--- src/rtl/proc_pkg.sv ---
// Shared definitions for the pipeline memory stage: opcode encodings,
// instruction field positions, access FSM states and the MEM/WB bundle.
package proc_pkg;

  localparam int unsigned OPCODE_MSB = 31;
  localparam int unsigned OPCODE_LSB = 27;
  localparam int unsigned RD_MSB     = 26;
  localparam int unsigned RD_LSB     = 22;

  localparam logic [4:0] OP_SW = 5'b00111;
  localparam logic [4:0] OP_LW = 5'b01000;

  typedef enum logic {
    ST_IDLE = 1'b0,
    ST_WAIT = 1'b1
  } mem_state_e;

  typedef struct packed {
    logic        valid;
    logic        we;
    logic [4:0]  rd;
    logic [31:0] data;
    logic [31:0] instr;
  } wb_bundle_t;

  function automatic logic [4:0] instr_opcode(input logic [31:0] instr);
    return instr[OPCODE_MSB:OPCODE_LSB];
  endfunction

  function automatic logic [4:0] instr_rd(input logic [31:0] instr);
    return instr[RD_MSB:RD_LSB];
  endfunction

endpackage

--- src/rtl/mem_access_fsm.sv ---
// Load/store handshake with a variable-latency data memory: IDLE/WAIT FSM,
// holding registers and stall generation. MEM_TIMEOUT_EN adds an abort counter.
module mem_access_fsm
  import proc_pkg::*;
#(
  parameter int unsigned ADDR_W = 12
`ifdef MEM_TIMEOUT_EN
  ,
  parameter int unsigned TIMEOUT_CYCLES = 64
`endif
) (
  input  logic              clock,
  input  logic              reset,
  input  logic              is_mem,
  input  logic              is_store,
  input  logic [ADDR_W-1:0] addr_in,
  input  logic [31:0]       wdata_in,
  input  logic [31:0]       instr_in,
  input  logic              dmem_ack,
  output logic [ADDR_W-1:0] dmem_addr,
  output logic [31:0]       dmem_wdata,
  output logic              dmem_req,
  output logic              dmem_we,
  output logic              stall,
  output logic              busy,
  output logic              in_wait,
  output logic              wait_done,
  output logic              timeout_hit,
  output logic [31:0]       held_instr,
  output logic              mem_err
);

  mem_state_e        state_q, state_d;
  logic [ADDR_W-1:0] hold_addr_q, hold_addr_d;
  logic [31:0]       hold_wdata_q, hold_wdata_d;
  logic [31:0]       hold_instr_q, hold_instr_d;
  logic              hold_we_q, hold_we_d;
  logic              req_raw;

`ifdef MEM_TIMEOUT_EN
  localparam int unsigned CNT_W = $clog2(TIMEOUT_CYCLES + 1);
  logic [CNT_W-1:0] wait_cnt_q, wait_cnt_d;
  logic             mem_err_q, mem_err_d;
`endif

  always_comb begin
    // NOTE: every signal written here gets a default first, so no path infers a latch.
    state_d      = state_q;
    hold_addr_d  = hold_addr_q;
    hold_wdata_d = hold_wdata_q;
    hold_instr_d = hold_instr_q;
    hold_we_d    = hold_we_q;
    req_raw      = 1'b0;
    dmem_addr    = addr_in;
    dmem_wdata   = wdata_in;
    dmem_we      = is_store;
    wait_done    = 1'b0;
    timeout_hit  = 1'b0;
`ifdef MEM_TIMEOUT_EN
    wait_cnt_d   = wait_cnt_q;
    mem_err_d    = mem_err_q;
`endif
    unique case (state_q)
      ST_IDLE: begin
        req_raw = is_mem;
        if (is_mem && !dmem_ack) begin
          state_d      = ST_WAIT;
          hold_addr_d  = addr_in;
          hold_wdata_d = wdata_in;
          hold_instr_d = instr_in;
          hold_we_d    = is_store;
`ifdef MEM_TIMEOUT_EN
          wait_cnt_d   = '0;
`endif
        end
      end
      ST_WAIT: begin
        // Upstream may change freely here; the memory sees only the captured access.
        dmem_addr  = hold_addr_q;
        dmem_wdata = hold_wdata_q;
        dmem_we    = hold_we_q;
`ifdef MEM_TIMEOUT_EN
        wait_cnt_d = wait_cnt_q + 1'b1;
        if (wait_cnt_q == CNT_W'(TIMEOUT_CYCLES)) begin
          timeout_hit = 1'b1;
          mem_err_d   = 1'b1;
          state_d     = ST_IDLE;
        end else
`endif
        begin
          req_raw = 1'b1;
          if (dmem_ack) begin
            wait_done = 1'b1;
            state_d   = ST_IDLE;
          end
        end
      end
      default: state_d = ST_IDLE;
    endcase
  end

  // Reset gates the request directly so an in-flight access is dropped at once,
  // even while the upstream latch still presents a memory op.
  assign dmem_req   = req_raw & reset;
  assign stall      = dmem_req & ~dmem_ack;
  assign busy       = req_raw & ~dmem_ack;
  assign in_wait    = (state_q == ST_WAIT);
  assign held_instr = hold_instr_q;

  always_ff @(posedge clock or negedge reset) begin
    if (!reset) begin
      state_q      <= ST_IDLE;
      // NOTE: holding registers are cleared too, so an abandoned access leaves nothing stale.
      hold_addr_q  <= '0;
      hold_wdata_q <= '0;
      hold_instr_q <= '0;
      hold_we_q    <= 1'b0;
    end else begin
      // NOTE: non-blocking updates make every flop sample pre-edge values, independent of order.
      state_q      <= state_d;
      hold_addr_q  <= hold_addr_d;
      hold_wdata_q <= hold_wdata_d;
      hold_instr_q <= hold_instr_d;
      hold_we_q    <= hold_we_d;
    end
  end

`ifdef MEM_TIMEOUT_EN
  always_ff @(posedge clock or negedge reset) begin
    if (!reset) begin
      wait_cnt_q <= '0;
      mem_err_q  <= 1'b0;
    end else begin
      wait_cnt_q <= wait_cnt_d;
      mem_err_q  <= mem_err_d;
    end
  end

  assign mem_err = mem_err_q;
`else
  assign mem_err = 1'b0;
`endif

endmodule

--- src/rtl/memory_stage.sv ---
// Data-memory access stage: decodes the EX/MEM slot, drives the memory handshake
// and registers the MEM/WB bundle. Optional access timeout via MEM_TIMEOUT_EN.
module memory_stage
  import proc_pkg::*;
#(
  parameter int unsigned ADDR_W = 12
`ifdef MEM_TIMEOUT_EN
  ,
  parameter int unsigned TIMEOUT_CYCLES = 64
`endif
) (
  input  logic              clock,
  input  logic              reset,
  input  logic [31:0]       alu_output,
  input  logic [31:0]       alu_in_B_output,
  input  logic [31:0]       instruction_output,
  input  logic              in_valid,
  output logic [ADDR_W-1:0] dmem_addr,
  output logic [31:0]       dmem_wdata,
  output logic              dmem_req,
  output logic              dmem_we,
  input  logic [31:0]       dmem_rdata,
  input  logic              dmem_ack,
  output logic              stall_out,
  output logic [31:0]       wb_data,
  output logic [4:0]        wb_rd,
  output logic              wb_we,
  output logic              wb_valid,
  output logic [31:0]       wb_instruction,
  output logic              mem_err
);

  logic [4:0]  in_opcode;
  logic        is_lw, is_sw, is_mem;
  logic        busy, in_wait, wait_done, timeout_hit;
  logic [31:0] held_instr;

  logic [31:0] src_instr;
  logic [4:0]  src_opcode, src_rd;
  logic        src_valid;
  wb_bundle_t  wb_d, wb_q;

  always_comb begin
    in_opcode = instr_opcode(instruction_output);
    is_lw     = in_valid & (in_opcode == OP_LW);
    is_sw     = in_valid & (in_opcode == OP_SW);
    is_mem    = is_lw | is_sw;
  end

  mem_access_fsm #(
    .ADDR_W(ADDR_W)
`ifdef MEM_TIMEOUT_EN
    ,
    .TIMEOUT_CYCLES(TIMEOUT_CYCLES)
`endif
  ) u_access (
    .clock      (clock),
    .reset      (reset),
    .is_mem     (is_mem),
    .is_store   (is_sw),
    .addr_in    (alu_output[ADDR_W-1:0]),
    .wdata_in   (alu_in_B_output),
    .instr_in   (instruction_output),
    .dmem_ack   (dmem_ack),
    .dmem_addr  (dmem_addr),
    .dmem_wdata (dmem_wdata),
    .dmem_req   (dmem_req),
    .dmem_we    (dmem_we),
    .stall      (stall_out),
    .busy       (busy),
    .in_wait    (in_wait),
    .wait_done  (wait_done),
    .timeout_hit(timeout_hit),
    .held_instr (held_instr),
    .mem_err    (mem_err)
  );

  // A WAIT completion retires the captured instruction, not whatever sits upstream.
  always_comb begin
    if (in_wait) begin
      src_instr = held_instr;
      src_valid = wait_done | timeout_hit;
    end else begin
      src_instr = instruction_output;
      src_valid = in_valid & ~busy;
    end
    src_opcode = instr_opcode(src_instr);
    src_rd     = instr_rd(src_instr);

    wb_d = '0;
    if (src_valid) begin
      wb_d.valid = 1'b1;
      wb_d.rd    = src_rd;
      wb_d.instr = src_instr;
      wb_d.data  = (src_opcode == OP_LW) ? dmem_rdata : alu_output;
      wb_d.we    = (src_opcode != OP_SW) & ~timeout_hit & (src_rd != 5'd0);
    end
  end

  always_ff @(posedge clock or negedge reset) begin
    if (!reset) begin
      wb_q <= '0;
    end else begin
      wb_q <= wb_d;
    end
  end

  assign wb_valid       = wb_q.valid;
  assign wb_we          = wb_q.we;
  assign wb_rd          = wb_q.rd;
  assign wb_data        = wb_q.data;
  assign wb_instruction = wb_q.instr;

endmodule
--- config.mk ---
export PLATFORM = sky130hd
export DESIGN_NAME = memory_stage
export DESIGN_NICKNAME = d
export VERILOG_FILES = /design/src/rtl/proc_pkg.sv /design/src/rtl/mem_access_fsm.sv /design/src/rtl/memory_stage.sv
export SDC_FILE = /design/constraint.sdc
export NUM_CORES = 1
export LEC_CHECK = 0
export ABC_CLOCK_PERIOD_IN_PS = 1900
export BUFFER_PORTS_ARGS = -buffer_cell sky130_fd_sc_hd__buf_2
export CAP_MARGIN = 30
export CORE_MARGIN = 3
export CORE_UTILIZATION = 37
export CTS_CLUSTER_SIZE = 16
export DETAILED_ROUTE_END_ITERATION = 12
export GPL_TIMING_DRIVEN = 0
export PLACE_DENSITY_LB_ADDON = 0.25
export REMOVE_ABC_BUFFERS = 1
export SLEW_MARGIN = 20
export SYNTH_ARGS = -nofsm -noshare
export SYNTH_HDL_FRONTEND = slang
export SYNTH_SLANG_ARGS = --single-unit
--- constraint.sdc ---
create_clock -name clock -period 1.9 [get_ports clock]
set_input_delay 0.38 -clock clock [delete_from_list [all_inputs] [get_ports clock]]
set_output_delay 0.38 -clock clock [all_outputs]
set_load 0.01 [all_outputs]
==> results_dict.tcl, run 1 <==
set metrics [dict create \
    cp_cell_sequence "buf_12, clkbuf_16, mux2_2, buf_6" \
    clock_sinks 144 \
    power_leakage_uw 0.004883 \
    worst_path_dominant_cell_family "flip-flops" \
    nFillCells 1395 \
    worst_slew_pin_slew_ps 553.5 \
    wl_per_cell_um 18.17 \
    rr_endpoint "wb_data[3]$_DFF_PN0_" \
    yosysMostFrequentCell "dfrtp_1" \
    globalplace.congestion 0.7763 \
    syn_inst 464 \
    finalCriticalPeriod_ps 2059 \
    worst_slack_ps -158.9 \
    rsz0062_at_grt "true" \
    yosys-top-cells-count "dfrtp_1, mux2_2, nor2_1" \
    drive_above_1_share_pct 59.79 \
    grt_overflow 0 \
    utilization_pct 56.04 \
    core_um2 16700 \
    fp.dieH_um 137.2 \
    dieArea_um2 18810 \
    clk_latency_ps 410 \
    hold_class "input pin to asynchronous set/reset pin" \
    syn_avg_cell_area_um2 13.72 \
    timing.slew.headroom_pct 63.10 \
    dpl.hpwl_um 11490 \
    start_kind "flop" \
    htreeDepth 4 \
    ys_types 30 \
    drv_cap 0 \
    start_util_pct 38.11 \
    fp-row-count 47 \
    required_ps 1520 \
    ant_nets 0 \
    grt_usage_pct 18.19 \
    placed_area_um2 8020 \
    yosys.area.top_type_share_pct 56.61 \
    cp.arrival_ps 1680 \
    seq_area_frac_synth_pct 56.61 \
    grt_max_degree 76 \
    die_w_um 137.2 \
    slowest_stage "dfrtp_4" \
    synthArstFlopShare_pct 100.0 \
    r2r_cells 8 \
    synth-main-ff-cell "dfrtp_1" \
    p_per_area_nw_per_um2 886.4 \
    slew_viol_final 0 \
    crit_type "flop to output port" \
    holdWs_ps -62.96 \
    clockBufferDepth 2 \
    numCtsBuffers 17 \
    yosysWarnings 0 \
    grt_first_pass_wirelength_um 26200 \
    crit_path_max_incr_delay_ps 530 \
    dr_total_vias 4710 \
    synth.area.top_cells "dfrtp_1, mux2_2, mux2i_1" \
    antenna_found_initial 2 \
    status "finished with violations" \
    root_buffer "clkbuf_16" \
    nNetsFinal 871 \
    crit_buf_inv 3 \
    setup_viol 55 \
    synth_area_um2 6365 \
    cts_tree "done" \
    route.detailed.drc 0 \
    io_pins 251 \
    synth-edff-count 0 \
    place.port_buffers 249 \
    wl_um 17660 \
    r2r_start "u_access.in_wait$_DFF_PN0_" \
    yosysTopAreaCell "dfrtp_1" \
    ir_drop_mv 0.5357 \
    drt_iter0_markers 152 \
    syn2layout_area_growth_pct 47.04 \
    hold_viol 73 \
    cp-end-kind "output port" \
    fin_worst_skew_ps 8.945 \
    stdcell_area_um2 9359 \
    viasPerCell 4.846 \
    grt_pass1_vias 4968 \
    ys_ff_latch 144 \
    cp_max_fo 6 \
    path_clk_slew_ps 60 \
    violations "hold timing, setup timing" \
    fmax_mhz 485.7 \
    r2r_slack_ps -40 \
    finalCritPeriodShare_pct 108.4 \
    first_pass_iters 4 \
]
## metrics by stage
stage	TNS, ps	setup WS, ps	instances	power [uW]
4_1_cts	-6833	-180.7	960	8347
5_1_grt	-10400	-204.0	972	8696
2_1_floorplan	-413060	-2770	431	4428
6_report	-6199	-158.9	972	8296
3_3_place_gp	-928740	-4504	900	4923
3_5_place_dp	-37370	-526.7	911	5015
## cells by family after synthesis
| kind of cell | after synthesis | share of synthesized area [%] |
|---|---|---|
| other | 1 | 0.05892 |
| buffers and inverters | 37 | 3.597 |
| and+or+nand+nor | 93 | 6.310 |
| AOI/OAI and AO/OA | 10 | 1.239 |
| muxes | 179 | 32.18 |
| DFF | 144 | 56.61 |
## placed cells by master, fill, tap and decap left out, drive strengths merged, types with 2 or more instances in the layout
cell      count
inv           3
nor2         68
nor2b         2
mux2i        64
clkinv        5
o211ai        2
mux2        115
nand2        12
and2          2
o21ai         2
dfrtp       144
a21oi         3
nand3         3
clkbuf       25
clkinvlp      4
nor4b         2
buf         285
## per-layer routing
metal  track usage (%)  part of all wire [%]  vias up
li1                  -                     -     2155
met1             22.19                    41     2385
met2             30.84                    52      138
met3             4.596                   4.8       32
met4             7.151                   2.4        0
met5                 0                     0        -
## worst max-delay path by stage
| stage | startpoint | end | slack (ps) | cells after the start |
|---|---|---|---|---|
| final | u_access.in_wait$_DFF_PN0_ | dmem_wdata[30] | -160 | 4 |
| after global routing | u_access.in_wait$_DFF_PN0_ | dmem_wdata[19] | -200 | 4 |
| after CTS | u_access.in_wait$_DFF_PN0_ | dmem_wdata[18] | -180 | 4 |
| after detailed placement | u_access.in_wait$_DFF_PN0_ | u_access.hold_wdata_q[29]$_DFFE_PN0P_ | -530 | 6 |
| after global placement | u_access.in_wait$_DFF_PN0_ | wb_data[3]$_DFF_PN0_ | -4500 | 3 |
| after floorplan | u_access.in_wait$_DFF_PN0_ | wb_data[0]$_DFF_PN0_ | -2770 | 4 |
## area by class of cell
type	count	area, um^2	share of cell area [%]
Clock inverter	9	83.83	0.8957
Clock buffer	22	484.2	5.174
Multi-Input combinational cell	283	2648	28.29
Timing Repair Buffer	289	2238	23.92
Tap cell	220	275.3	2.941
Sequential cell	144	3607	38.54
Inverter	4	20.02	0.2139
Antenna cell	1	2.502	0.02674
## flip-flops by register name, indices dropped and copies added (netlist names)
signal                 cells
u_access.held_instr       32
u_access.hold_wdata_q     32
wb_data                   32
wb_instruction            32
u_access.hold_addr_q      12
u_access.hold_we_q         1
u_access.in_wait           1
wb_valid                   1
wb_we                      1
## where the power goes
group / switching, uW / internal, uW / leakage, uW
logic: 581 / 809 / 0.00276
registers: 220 / 3510 / 0.00185
clock network: 1250 / 1930 / 0.000270
## timing repair
action	in CTS	in global routing
pin swaps	2	6
setup endpoints to repair	145	82
gates resized for setup	48	31
hold endpoints to repair	73	73
cloned	5	3
setup buffers	13	10
Power figures use the tool's default switching activity.
==> run 2, diff against run 1 <==
- BUFFER_PORTS_ARGS: -buffer_cell sky130_fd_sc_hd__buf_2 -> default
- DONT_BUFFER_PORTS: default -> 1
- TNS_END_PERCENT: default -> 20
==> results_dict.tcl, run 2 (synthesis gave the netlist of run 1 again) <==
set metrics [dict create \
    dr_total_vias 3640 \
    p_clk_share_pct 41.3 \
    worst_slew_pin_slew_ps 513.8 \
    switching_power_uw 1862 \
    clock_sinks 144 \
    grt_first_pass_wirelength_um 22780 \
    io_pins 251 \
    clockBufferDepth 2 \
    tns_ps -1154 \
    crit_type "flop to output port" \
    nFillCells 1498 \
    fmax_mhz 510.8 \
    required_ps 1520 \
    root_buffer "clkbuf_16" \
    fp-row-count 47 \
    htreeDepth 4 \
    internal_power_uw 6006 \
    path_clk_slew_ps 60 \
    grt_max_degree 146 \
    fp.dieH_um 137.2 \
    status "finished with violations" \
    hold_viol 144 \
    antenna_found_initial 0 \
    drive_above_1_share_pct 35.54 \
    drt_iter0_markers 116 \
    wl_per_cell_um 21.69 \
    worst_slack_ps -57.64 \
    dieArea_um2 18810 \
    rsz0062_at_grt "true" \
    ant_nets 0 \
    finalCriticalPeriod_ps 1958 \
    wl_um 15270 \
    p_comb_share_pct 10.3 \
    numCtsBuffers 17 \
    grt_pass1_vias 3989 \
    grt_overflow 0 \
    slew_viol_final 0 \
    placed_area_um2 6709 \
    ir_drop_mv 0.5910 \
    start_util_pct 38.11 \
    cp-end-kind "output port" \
    syn2layout_area_growth_pct 17.83 \
    fin_worst_skew_ps 5.420 \
    r2r_slack_ps 0 \
    globalplace.congestion 0.8095 \
    setup_viol 31 \
    power_leakage_uw 0.003656 \
    dp_slack_ps -424.8 \
    p_per_area_nw_per_um2 1049 \
    die_w_um 137.2 \
    drv_cap 0 \
    diodes 0 \
    final_common_cell "dfrtp_1" \
    grt_usage_pct 16.01 \
    switching_share_pct 23.67 \
    p_seq_share_pct 48.4 \
    first_pass_iters 4 \
    timing.slew.headroom_pct 65.62 \
    stdcell_area_um2 7500 \
    route.detailed.drc 0 \
    cp_max_fo 6 \
    hold_class "input pin to asynchronous set/reset pin" \
    nNetsFinal 604 \
    viasPerCell 5.170 \
    core_um2 16700 \
    place.port_buffers 0 \
    holdWs_ps -336.7 \
    violations "hold timing, setup timing" \
    cp.arrival_ps 1580 \
    start_kind "flop" \
    finalCritPeriodShare_pct 103.0 \
    cts_tree "done" \
    clk_latency_ps 410 \
    dpl.hpwl_um 9908 \
    final_cell_mix "dfrtp_1, mux2_2, nor2_1, mux2i_1, mux2_4" \
]
run 2: timing repair:
item | CTS | global route
endpoints found under the hold margin | 144 | 144
endpoints found under the setup margin | 152 | 113
gates cloned | 1 | 2
buffers inserted | 8 | 3
pin swaps | 1 | 1
resized for setup | 13 | 10
run 2: final timing paths:
path                                           startpoint  depth (start not counted)                               endpoint
min reg2reg                u_access.hold_we_q$_DFFE_PN0P_                          2         u_access.hold_we_q$_DFFE_PN0P_
max reg2reg                    u_access.in_wait$_DFF_PN0_                          7                   wb_data[3]$_DFF_PN0_
min                                                 reset                          0                  wb_data[17]$_DFF_PN0_
max in group asynchronous                           reset                          0  u_access.hold_wdata_q[22]$_DFFE_PN0P_
max                            u_access.in_wait$_DFF_PN0_                          3                          dmem_wdata[8]
min in group clock                               dmem_ack                          1             u_access.in_wait$_DFF_PN0_
run 2: per-stage QoR:
step	total power (uW)	hold slack, ps	util [%]	cells
after floorplan	4428	84.41	-	431
after global placement	4572	87.65	38.48	651
after detailed placement	4631	87.30	40.17	660
after CTS	7956	-363.4	44.48	700
after global routing	8228	-376.3	44.91	704
final	7868	-336.7	44.91	704
run 2: metal layers:
layer	GRT usage, %	up-vias	share of wire [%]
met2	26.29	115	51
li1	-	1612	-
met4	5.710	0	1.3
met3	6.765	13	7.4
met5	0	-	0
met1	18.78	1900	40
run 2: area by class of cell:
| cell class | instances | area [um^2] | area share (%) |
|---|---|---|---|
| well taps | 220 | 275.3 | 3.670 |
| multi-input cells | 283 | 2625 | 35.00 |
| repair buffers | 22 | 404.1 | 5.389 |
| inverters | 4 | 15.01 | 0.2002 |
| clock buffers | 21 | 460.4 | 6.139 |
| clock inverters | 10 | 112.6 | 1.502 |
| flip-flops and latches | 144 | 3607 | 48.10 |
run 2: worst max-delay path, cell delays in order (launching register included):
cell       delay (ps)
dfrtp_4           520
buf_8             160
clkbuf_16         160
mux2_4            320
run 2: power by group through the flow:
stage          Clock (uW)  Sequential (uW)  Combinational (uW)
6_report             3250             3810                 810
5_1_grt              3490             3860                 881
4_1_cts              3340             3800                 811
3_5_place_dp            0             3850                 777
3_3_place_gp            0             3840                 729
2_1_floorplan           0             3780                 653
